`src/rtl/mbc_io_port.sv`:
```
// ============================================================================
// Module   : mbc_io_port
// Purpose  : Peripheral I/O port: OUT-word FIFO with valid/ready drain, plus
//            an INPR byte register guarded by the FGI flag.
// Revision : 1.0 - initial release
// ============================================================================
`default_nettype none

module mbc_io_port #(
    parameter int D     = 16,
    parameter int DEPTH = 4
) (
    input  logic                     clk,
    input  logic                     reset,
    input  logic                     out_strobe,
    input  logic [D-1:0]             cpu_data,
    output logic                     fgo,
    output logic                     overflow,
    output logic [$clog2(DEPTH):0]   count,
    output logic                     tx_valid,
    output logic [D-1:0]             tx_data,
    input  logic                     tx_ready,
    input  logic                     rx_valid,
    input  logic [7:0]               rx_data,
    output logic                     rx_ready,
    output logic [7:0]               inpr,
    output logic                     fgi,
    input  logic                     inp_ack
);

    localparam int AW = $clog2(DEPTH);
    localparam int CW = AW + 1;
    localparam logic [AW-1:0] PTR_ONE = AW'(1);
    localparam logic [CW-1:0] CNT_ONE = CW'(1);
    localparam logic [CW-1:0] CNT_FULL = CW'(DEPTH);

    typedef enum logic {
        IN_EMPTY  = 1'b0,
        IN_LOADED = 1'b1
    } in_state_t;

    logic [D-1:0]  mem [DEPTH];
    logic [AW-1:0] wr_ptr;
    logic [AW-1:0] rd_ptr;
    logic          full;
    logic          empty;
    logic          push;
    logic          pop;

    in_state_t     in_state;
    in_state_t     in_state_next;
    logic          load_byte;

    // Flags come only from registered count, so a same-cycle pop cannot rescue a push into a full FIFO.
    assign full     = (count == CNT_FULL);
    assign empty    = (count == '0);
    assign push     = out_strobe & ~full;
    assign pop      = ~empty & tx_ready;

    assign fgo      = ~full;
    assign tx_valid = ~empty;
    assign tx_data  = mem[rd_ptr];

    always_ff @(posedge clk) begin
        if (push) begin
            mem[wr_ptr] <= cpu_data;
        end
    end

    always_ff @(posedge clk or negedge reset) begin
        if (!reset) begin
            wr_ptr   <= '0;
            rd_ptr   <= '0;
            count    <= '0;
            overflow <= 1'b0;
        end else begin
            if (push) begin
                wr_ptr <= wr_ptr + PTR_ONE;
            end
            if (pop) begin
                rd_ptr <= rd_ptr + PTR_ONE;
            end
            case ({push, pop})
                2'b10:   count <= count + CNT_ONE;
                2'b01:   count <= count - CNT_ONE;
                default: count <= count;
            endcase
            if (out_strobe && full) begin
                overflow <= 1'b1;
            end
        end
    end

    always_ff @(posedge clk or negedge reset) begin
        if (!reset) begin
            in_state <= IN_EMPTY;
            inpr     <= 8'h00;
        end else begin
            in_state <= in_state_next;
            if (load_byte) begin
                inpr <= rx_data;
            end
        end
    end

    // An ack in LOADED wins over a pending offer; the byte is taken next cycle.
    always_comb begin
        in_state_next = in_state;
        load_byte     = 1'b0;
        case (in_state)
            IN_EMPTY: begin
                if (rx_valid) begin
                    in_state_next = IN_LOADED;
                    load_byte     = 1'b1;
                end
            end
            IN_LOADED: begin
                if (inp_ack) begin
                    in_state_next = IN_EMPTY;
                end
            end
            default: in_state_next = IN_EMPTY;
        endcase
    end

    assign fgi      = (in_state == IN_LOADED);
    assign rx_ready = ~fgi;

endmodule

`default_nettype wire

```
`config.mk`:
```
export PLATFORM = sky130hd
export DESIGN_NAME = mbc_io_port
export DESIGN_NICKNAME = d
export VERILOG_FILES = /design/src/rtl/mbc_io_port.sv
export SDC_FILE = /design/constraint.sdc
export NUM_CORES = 1
export LEC_CHECK = 0
export BUFFER_PORTS_ARGS = -buffer_cell sky130_fd_sc_hd__buf_2
export CAP_MARGIN = 40
export CORE_MARGIN = 8
export CORE_UTILIZATION = 35
export DETAILED_ROUTE_END_ITERATION = 8
export GPL_TIMING_DRIVEN = 0
export PLACE_DENSITY_LB_ADDON = 0.12
export SLEW_MARGIN = 40
export SYNTH_ARGS = -nofsm -noshare
export SYNTH_HDL_FRONTEND = slang
export SYNTH_SLANG_ARGS = --single-unit
```
`constraint.sdc`:
```
create_clock -name clk -period 2.3 [get_ports clk]
set_input_delay 0.345 -clock clk [delete_from_list [all_inputs] [get_ports clk]]
set_output_delay 0.345 -clock clk [all_outputs]
set_load 0.02 [all_outputs]
```
==> impl_metrics.csv, run 1 <==
group,metric,value,unit
sta,tns,0,ps
pwr,switching_share,31.8,%
yosys,ys_seq_area_share,74.5,%
worst_setup_path,r2r_slack,220,ps
global_route,grt_use_met1,10.7,%
yosys,postSynth.asyncResetShare,21.0,%
placed_design,io_buffers,61,
drt,post-route-drc-count,0,
die,fp.dieH,111,µm
yosys,synth.avg_cell_area,21.7,µm²
die,start_util,36.1,%
finish,final_cell_mix,"64 x buf_2, 64 x edfxtp_1, 17 x dfrtp_1",
worst_setup_path,crit_type,"register to primary output",
clock_tree,cts_root_buffer,"clkbuf_8",
placed_design,routabilityCongestion,0.710,
clock_tree,cts_max_level,3,
pwr,intPower,3380,µW
sta,hold_violations,0,
global_route,grt_remaining_overflow,0,
worst_setup_path,r2r_start,"count[0]$_DFFE_PN0P_",
worst_setup_path,crit_fanout,10,
global_route,grt_use_met2,16.7,%
global_route,antenna_found_initial,0,
sta,setup_viol,0,
yosys,synth_area,0.00315,mm²
clock_tree,cts.path.max_buffers,2,
finish,stdcell_count,331,
yosys,synth_edf_count,64,
finish,syn2layout_area_growth,21.9,%
yosys,syn_nets,181,
finish,antennaDiodeCount,0,
placed_design,dp_hpwl,4030,µm
yosys,synth_area_leaders,"edfxtp_1 61%, dfrtp_1 14%, mux4_1 6.7%",
pwr,clock_power_share,23.8,%
outcome,status,"finished, final reports clean",
sta,timing.final.crit_share,91.0,%
sta,rsz0062_at_grt,"no",
die,core_area,0.00872,mm²
drt,first_iter_violations,42,
global_route,grt.total_usage,9.90,%
yosys,synthFlopType,"edfxtp_1",
sta,clock_skew,6.19,ps
drt,vias,1557,
worst_hold_path,worst_hold_path.endpoint,"fgi$_DFF_PN0_",
pwr,pwr-share-seq,41.8,%
pwr,p_leak,0.00148,µW
yosys,post-synth-top-area-cell,"edfxtp_1",
pwr,power.switching,1580,µW
worst_setup_path,r2r_cells,9,
yosys,synthCells,145,
worst_setup_path,critPathRequiredTime,1960,ps
global_route,grt_first_pass_wirelength,9420,µm
sta,drv_slew,0,
worst_setup_path,worst_setup_path_end_kind,"primary output",
global_route,grt_pass1_vias,1820,
clock_tree,cts.sinks,81,
run,cap_violations,0,
placed_design,placed_cells,314,
worst_setup_path,start_kind,"register",
finish,nNetsFinal,254,
global_route,grt_max_degree,18,
yosys,ys_types,24,
drt,wl_per_cell,17.6,µm
pwr,power_frac_comb,34.4,%
pwr,p_per_area,1290,mW/mm²
drt,drtAntennaViolNets,0,
clock_tree,cts_buffers,9,
sta,fmax,0.478,GHz
die,io_pins,62,
worst_setup_path,reg2reg_to,"count[2]$_DFFE_PN0P_",
finish,fin_util,44.0,%
sta,worst_slew_pin_slew,472,ps
clock_tree,insertion_delay,330,ps
global_route,grt-busiest-layer,"met2",
die,die_w,111,µm
clock_tree,cts_tree,"done",
worst_hold_path,hp-class,"input port to register",
worst_hold_path,holdPathStages,2,
die,rows,34,
worst_setup_path,worstPathArrival,1750,ps
sta,fin_hold_ws,192,ps
finish,drive_gt1_share,46.2,%
yosys,ys_ff_latch,81,
yosys,ys_warn_count,0,
clock_tree,cts.reportedPaths.clkPinSlew,70,ps
drt,drt_wl_total,5820,µm
drt,first_pass_iters,2,
pwr,vdd.ir_drop.worst,0.622,mV
drt,vias_per_cell,4.70,
die,die-area,0.0123,mm²
worst_hold_path,min_from,"inp_ack",
global_route,grt.met3_usage,4.17,%
sta,period_needed,2090,ps
clock_tree,cts_resized,0,
sta,slew_headroom,68.5,%
yosys,synth.top_cell.area_share,61.0,%
## layout make-up
class	count	area, µm²
buffer	5	46.3
clock buffer	10	128
clock inverter	6	106
fill	733	4880
inverter	8	30.0
multi-input combinational	51	732
sequential	81	2350
tap	108	135
timing repair buffer	62	315
## registers in the layout (all words and copies together) (netlist names)
name      flops
fgi           1
count         3
rd_ptr        2
inpr          8
wr_ptr        2
overflow      1
mem          64
## kinds of logic (layout without fill, tap and decap cells)
family                   count (synthesis)  in the layout  synth area share, %
adder cells (fa/ha/maj)                  6              6                 2.62
AO/OA/AOI/OAI                            3              3                0.755
multiplexers                            26             26                 15.9
flip-flops                              81             81                 74.5
buffers and inverters                   13             91                 2.42
AND/OR/NAND/NOR                         10             10                 2.10
XOR/XNOR                                 6              6                 1.67
## timing repair
item | in CTS | in global routing
hold buffers | 1 | 0
buffers inserted | 0 | 0
endpoints found under the hold margin | 17 | 0
## layer usage
| metal | vias to the layer above | routed length, µm |
|---|---|---|
| met2 | 54 | 2890 |
| li1 | 714 | - |
| met4 | 0 | 56 |
| met5 | - | 0 |
| met1 | 781 | 2440 |
| met3 | 8 | 434 |
## critical path: stages (launching register included)
cell     delay, ps
dfrtp_1        320
buf_2          210
buf_2          330
mux4_1         370
buf_2          190
## through the flow
stage	area [µm²]	worst slack, ps	total power, µW
finish	3840	207	4950
global route	3840	13.6	5240
CTS	3840	169	5050
detailed placement	3600	238	3850
global placement	3590	277	3790
floorplan	3150	340	3280
## power groups by stage
stage / sequential, µW / clock (µW) / combinational, µW
after floorplan: 2160 / 0 / 1120
after global placement: 2090 / 0 / 1710
after detailed placement: 2100 / 0 / 1740
after CTS: 2080 / 1220 / 1750
after global routing: 2110 / 1280 / 1850
final: 2070 / 1180 / 1700
## how the worst max path moves through the flow
stage | start | endpoint | slack, ps | cells past startpoint
2_1_floorplan | count[0]$_DFFE_PN0P_ | count[2]$_DFFE_PN0P_ | 340 | 9
3_3_place_gp | count[2]$_DFFE_PN0P_ | mem[2][12]$_DFFE_PP_ | 280 | 3
3_5_place_dp | count[0]$_DFFE_PN0P_ | count[2]$_DFFE_PN0P_ | 240 | 9
4_1_cts | rd_ptr[1]$_DFFE_PN0P_ | tx_data[9] | 170 | 4
5_1_grt | count[0]$_DFFE_PN0P_ | count[2]$_DFFE_PN0P_ | 10 | 9
6_report | rd_ptr[1]$_DFFE_PN0P_ | tx_data[9] | 210 | 4
## cells in the mapped netlist, types with 3 or more instances
cell type / count
xor2_1: 3
xnor2_1: 3
dfrtp_1: 17
and2_1: 4
buf_2: 3
inv_1: 8
ha_1: 5
edfxtp_1: 64
mux4_2: 8
mux4_1: 8
mux2_2: 9
Power figures use the tool's default switching activity.
==> run 2: changes to the inputs <==
- ABC_AREA: default -> 1
==> run 2 against run 1 <==
Against the previous run: utilization shrank 0.83 points; maximum frequency down 0.42%; non-clock buffer count rose by 7; global-route usage up 1.7 points; sequential power is essentially flat; routed wire length grew 22%; critical path depth increased by 2; count of clock-buffer cells in the layout increased by 1; cell count up 50%; worst setup slack got worse by 8.8 ps; sequential cell count did not move; largest cell class unchanged; largest power group is now combinational logic.
==> impl_metrics.csv, run 2 <==
group,metric,value,unit
pwr,vdd.ir_drop.worst,0.572,mV
die,rows,36,
sta,tns,0,ps
finish,stdcell_count,498,
drt,wl_per_cell,14.3,µm
worst_setup_path,slowest_stage,"clkbuf_1",
yosys,synth_area_leaders,"edfxtp_1 56%, dfrtp_1 12%, nand2_1 9.1%",
global_route,grt_first_pass_wirelength,11400,µm
placed_design,dp_hpwl,4720,µm
worst_setup_path,start_kind,"register",
worst_setup_path,critPathRequiredTime,1960,ps
drt,vias,2172,
worst_setup_path,crit_fanout,10,
placed_design,routabilityCongestion,0.666,
drt,drtAntennaViolNets,0,
global_route,grt_max_degree,18,
pwr,p_leak,0.00184,µW
worst_setup_path,worstPathArrival,1760,ps
global_route,grt.total_usage,11.6,%
yosys,synth_most_common_cell,"nand2_1",
finish,final_cell_mix,"82 x nand2_1, 64 x edfxtp_1, 62 x buf_2",
sta,period_needed,2100,ps
die,io_pins,62,
clock_tree,cts_root_buffer,"clkbuf_8",
yosys,synthFlopType,"edfxtp_1",
clock_tree,cts_max_level,3,
sta,worst_slew_pin_slew,590,ps
global_route,antenna_found_initial,1,
clock_tree,insertion_delay,340,ps
worst_hold_path,hp-class,"input port to register",
yosys,postSynth.asyncResetShare,21.0,%
die,core_area,0.00964,mm²
clock_tree,cts.sinks,81,
sta,fin_hold_ws,189,ps
sta,timing.final.crit_share,91.4,%
worst_setup_path,max_stage_delay,460,ps
yosys,post-synth-top-area-cell,"edfxtp_1",
finish,syn2layout_area_growth,21.5,%
clock_tree,cts.path.max_buffers,2,
drt,first_pass_iters,5,
sta,drv_slew,0,
yosys,ys_types,21,
sta,clock_skew,10.2,ps
drt,post-route-drc-count,0,
die,die-area,0.0132,mm²
placed_design,io_buffers,60,
sta,fmax,0.476,GHz
clock_tree,cts_buffers,9,
drt,drt_wl_total,7100,µm
finish,drive_gt1_share,27.7,%
yosys,synth.avg_cell_area,11.9,µm²
worst_setup_path,worst_setup_path_end_kind,"primary output",
die,die_w,115,µm
drt,vias_per_cell,4.36,
clock_tree,cts.reportedPaths.clkPinSlew,80,ps
finish,top_regs,"mem (64), inpr (8), count (3)",
worst_setup_path,crit_type,"register to primary output",
drt,first_iter_violations,90,
yosys,synthCells,287,
yosys,synth_area,0.00343,mm²
worst_setup_path,crit_top_cell,"nand2_1",
finish,antennaDiodeCount,0,
outcome,status,"finished, final reports clean",
sta,setup_viol,0,
yosys,synth_common_cells,"83 x nand2_1, 64 x edfxtp_1, 47 x inv_1, 24 x o211ai_1, 17 x dfrtp_1",
finish,fin_util,43.2,%
global_route,grt_remaining_overflow,0,
die,start_util,35.6,%
sta,rsz0062_at_grt,"no",
yosys,synth.top_cell.area_share,56.1,%
yosys,ys_ff_latch,81,
sta,hold_violations,0,
yosys,ys_warn_count,0,
pwr,p_per_area,1280,mW/mm²
run,cap_violations,0,
die,fp.dieH,115,µm
yosys,ys_seq_area_share,68.5,%
worst_setup_path,worstPathCellList,"inv_2, clkbuf_1, nand2_1, o211ai_1, nand2_1, buf_2",
clock_tree,post_cts_buffers,0,
sta,slew_headroom,60.6,%
global_route,grt_pass1_vias,2226,
finish,top_register,"mem",
clock_tree,cts_tree,"done",
finish,largest_reg_flops,64,
finish,nNetsFinal,396,
yosys,synth_edf_count,64,
placed_design,placed_cells,481,
yosys,syn_nets,323,
finish,final_common_cell,"nand2_1",
==> run 2: worst paths after layout <==
kind | from | end | slack [ps] | cells after the start
setup / recovery | rd_ptr[0]$_DFFE_PN0P_ | tx_data[9] | 200 | 6
hold / removal | inp_ack | fgi$_DFF_PN0_ | 190 | 2
setup reg to reg | count[1]$_DFFE_PN0P_ | count[2]$_DFFE_PN0P_ | 300 | 10
hold reg to reg | inpr[2]$_DFFE_PN0P_ | inpr[2]$_DFFE_PN0P_ | 470 | 2
max in group asynchronous | reset | rd_ptr[0]$_DFFE_PN0P_ | 1560 | 2
min in group asynchronous | reset | inpr[1]$_DFFE_PN0P_ | 450 | 2
==> run 2: per-stage QoR <==
step	setup WS, ps	instance area (µm²)	power [µW]
after floorplan	260	3430	3540
after global routing	16.3	4160	5710
after CTS	130	4160	5430
after global placement	-201	3890	4250
after detailed placement	173	3940	4330
final	198	4160	5340
==> run 2: worst max-delay path: cells and delay by family (launching register included) <==
family	cells	cell delay, ps
AND/OR/NAND/NOR	2	200
AO/OA/AOI/OAI	1	110
buffers and inverters	3	710
flip-flops	1	410
==> run 2: layout make-up <==
cell class	count	area (µm²)
Buffer	12	93.8
Clock buffer	11	131
Clock inverter	5	80.1
Fill cell	936	5480
Inverter	49	185
Multi-Input combinational cell	145	835
Sequential cell	81	2350
Tap cell	133	166
Timing Repair Buffer	62	325
==> run 2: metal layers <==
metal	part of all wire [%]	routed length, µm	track usage (%)	vias to the layer above
li1	-	-	-	1108
met2	47	3360	18.0	59
met3	6.9	489	3.78	11
met5	0.11	8	0	-
met4	1.8	131	6.04	2
met1	44	3120	14.0	992
==> run 2: cell families after synthesis <==
family	synth area share, %
buffers and inverters	8.10
adder cells (fa/ha/maj)	2.41
AND/OR/NAND/NOR	12.0
AO/OA/AOI/OAI	8.69
XOR/XNOR	0.256
flip-flops	68.5
==> run 2: power by group <==
part	internal (µW)	switching, µW	leakage [µW]
Clock	610	484	0.0000995
Combinational	726	1480	0.000945
Sequential	1930	113	0.000791
Total	3260	2070	0.00184
==> run 2: what timing repair did <==
item	in CTS	in global routing
endpoints found under the hold margin	17	0
gates resized for setup	0	3
setup endpoints to repair	0	4
hold buffers	1	0
==> run 3: changes to the inputs <==
--- a/constraint.sdc
+++ b/constraint.sdc
@@ -3,2 +3,2 @@
 set_output_delay 0.345 -clock clk [all_outputs]
-set_load 0.02 [all_outputs]
+set_load 0.05 [all_outputs]
==> run 3 against run 2 <==
Against the previous run: first-iteration DRC count is 14% lower; cell count is 0.20% lower; largest power group unchanged; critical path depth is the same; largest cell class unchanged.
==> impl_metrics.csv, run 3 (synthesized netlist as in run 2, its figures left out) <==
group,metric,value,unit
outcome,status,"finished, final reports clean",
worst_setup_path,crit_family,"buffers and inverters",
worst_setup_path,crit_top_cell,"buf_4",
die,die_w,115,µm
worst_setup_path,worst_setup_path_end_kind,"primary output",
sta,fmax,0.483,GHz
clock_tree,insertion_delay,350,ps
drt,dr_wl_met3,579,µm
drt,wl_per_cell,14.3,µm
global_route,grt_max_degree,18,
worst_setup_path,crit_type,"register to primary output",
drt,drtAntennaViolNets,0,
global_route,grt_remaining_overflow,0,
die,io_pins,62,
worst_setup_path,crit_fanout,10,
drt,vias_per_cell,4.36,
clock_tree,cts.path.max_buffers,2,
worst_setup_path,start_kind,"register",
finish,antennaDiodeCount,0,
placed_design,routabilityCongestion,0.651,
finish,final_common_cell,"nand2_1",
drt,top_layer_used,"met4",
sta,rsz0062_at_grt,"no",
drt,drt_wl_total,7090,µm
clock_tree,cts.sinks,81,
clock_tree,cts_buffers,9,
sta,layout_setup_ws,228,ps
sta,hold_violations,0,
sta,drv_slew,0,
drt,first_iter_violations,77,
global_route,grt_first_pass_wirelength,11300,µm
drt,vias,2166,
placed_design,io_buffers,60,
sta,clock_skew,11.6,ps
clock_tree,cts_max_level,3,
finish,final_cell_mix,"82 x nand2_1, 64 x edfxtp_1, 62 x buf_2",
finish,stdcell_count,497,
die,core_area,0.00964,mm²
finish,top_register,"mem",
global_route,grt.total_usage,11.4,%
placed_design,dp_hpwl,4690,µm
sta,setup_viol,0,
pwr,p_leak,0.00184,µW
finish,top_regs,"mem (64), inpr (8), count (3)",
worst_hold_path,hp-class,"input port to register",
pwr,vdd.ir_drop.worst,0.770,mV
worst_setup_path,worstPathArrival,1730,ps
die,fp.dieH,115,µm
placed_design,placed_cells,480,
worst_setup_path,slowest_stage,"dfrtp_1",
worst_setup_path,max_stage_delay,360,ps
clock_tree,cts.reportedPaths.clkPinSlew,80,ps
finish,drive_gt1_share,28.0,%
clock_tree,post_cts_buffers,0,
global_route,grt_pass1_vias,2151,
drt,route.met2.wl,3270,µm
worst_setup_path,path_buf_inv,4,
finish,largest_reg_flops,64,
sta,worst_slew_pin_slew,564,ps
clock_tree,cts_root_buffer,"clkbuf_8",
finish,syn2layout_area_growth,21.4,%
global_route,antenna_found_initial,0,
worst_setup_path,critPathRequiredTime,1960,ps
die,start_util,35.6,%
clock_tree,cts_tree,"done",
die,rows,36,
finish,nNetsFinal,395,
drt,first_pass_iters,4,
drt,wl_met1,3170,µm
sta,slew_headroom,62.3,%
sta,timing.final.crit_share,90.1,%
run,cap_violations,0,
worst_setup_path,worstPathCellList,"buf_4, clkinv_2, buf_4, o211ai_1, nand2_1, buf_2",
placed_design,place_ws,161,ps
drt,post-route-drc-count,0,
pwr,p_per_area,1450,mW/mm²
sta,period_needed,2070,ps
die,die-area,0.0132,mm²
[run 3: changes by cell type in the layout (fill, tap and decap cells not counted), sizes merged]
cell,change
clkinvlp,-2
buf,-1
inv,+1
clkinv,+3
clkbuf,-2
[run 3: what timing repair did]
| action | in CTS | in global routing |
|---|---|---|
| endpoints found under the hold margin | 17 | 0 |
| hold buffers | 1 | 0 |
| setup endpoints to repair | 0 | 5 |
| resized for setup | 0 | 5 |
[run 3: area by class of cell]
class / count / area, µm²
Fill cell: 918 / 5480
Sequential cell: 81 / 2350
Multi-Input combinational cell: 145 / 840
Timing Repair Buffer: 61 / 310
Inverter: 49 / 185
Tap cell: 133 / 166
Clock buffer: 9 / 124
Buffer: 12 / 95.1
Clock inverter: 7 / 93.8
[run 3: metrics by stage]
step | power [µW] | hold slack, ps | util, % | setup TNS (ps) | area, µm²
floorplan | 4220 | 49.4 | - | -9870 | 3430
finish | 6030 | 180 | 43.2 | 0 | 4160
global placement | 4940 | 300 | 40.4 | -11600 | 3900
detailed placement | 5000 | 303 | 40.8 | 0 | 3930
CTS | 6130 | 158 | 43.1 | 0 | 4160
global route | 6410 | 158 | 43.2 | 0 | 4160
[run 3: final timing paths]
| check | start | to | slack (ps) | cells past startpoint |
|---|---|---|---|---|
| worst max-delay path | rd_ptr[1]$_DFFE_PN0P_ | tx_data[9] | 230 | 6 |
| worst min-delay path | inp_ack | fgi$_DFF_PN0_ | 180 | 2 |
| worst max register to register | count[1]$_DFFE_PN0P_ | count[2]$_DFFE_PN0P_ | 290 | 10 |
| worst min register to register | inpr[0]$_DFFE_PN0P_ | inpr[0]$_DFFE_PN0P_ | 470 | 2 |
| max in group asynchronous | reset | rd_ptr[0]$_DFFE_PN0P_ | 1560 | 2 |
| min in group asynchronous | reset | inpr[1]$_DFFE_PN0P_ | 450 | 2 |
[run 3: power by group]
part | leakage (µW) | internal (µW) | total (µW) | switching (µW)
registers | 0.000791 | 1930 | 2040 | 111
logic | 0.000942 | 715 | 2860 | 2150
clock network | 0.000109 | 612 | 1120 | 511
total | 0.00184 | 3260 | 6030 | 2770
[run 3: routing by layer]
metal  vias up  GRT usage [%]
li1       1105              -
met3         7           4.94
met4         0           3.68
met5         -              0
met1       998           14.3
met2        56           17.5
[run 3: worst reg2reg max path, cell delays in order (launching register included)]
cell and delay (ps):
dfrtp_1 410, inv_1 150, nand3_2 150, nand2_2 250
ha_1 220, inv_1 70, fa_1 380, nand2_1 100
nand3_1 70, nand2_1 60, nand2_1 50
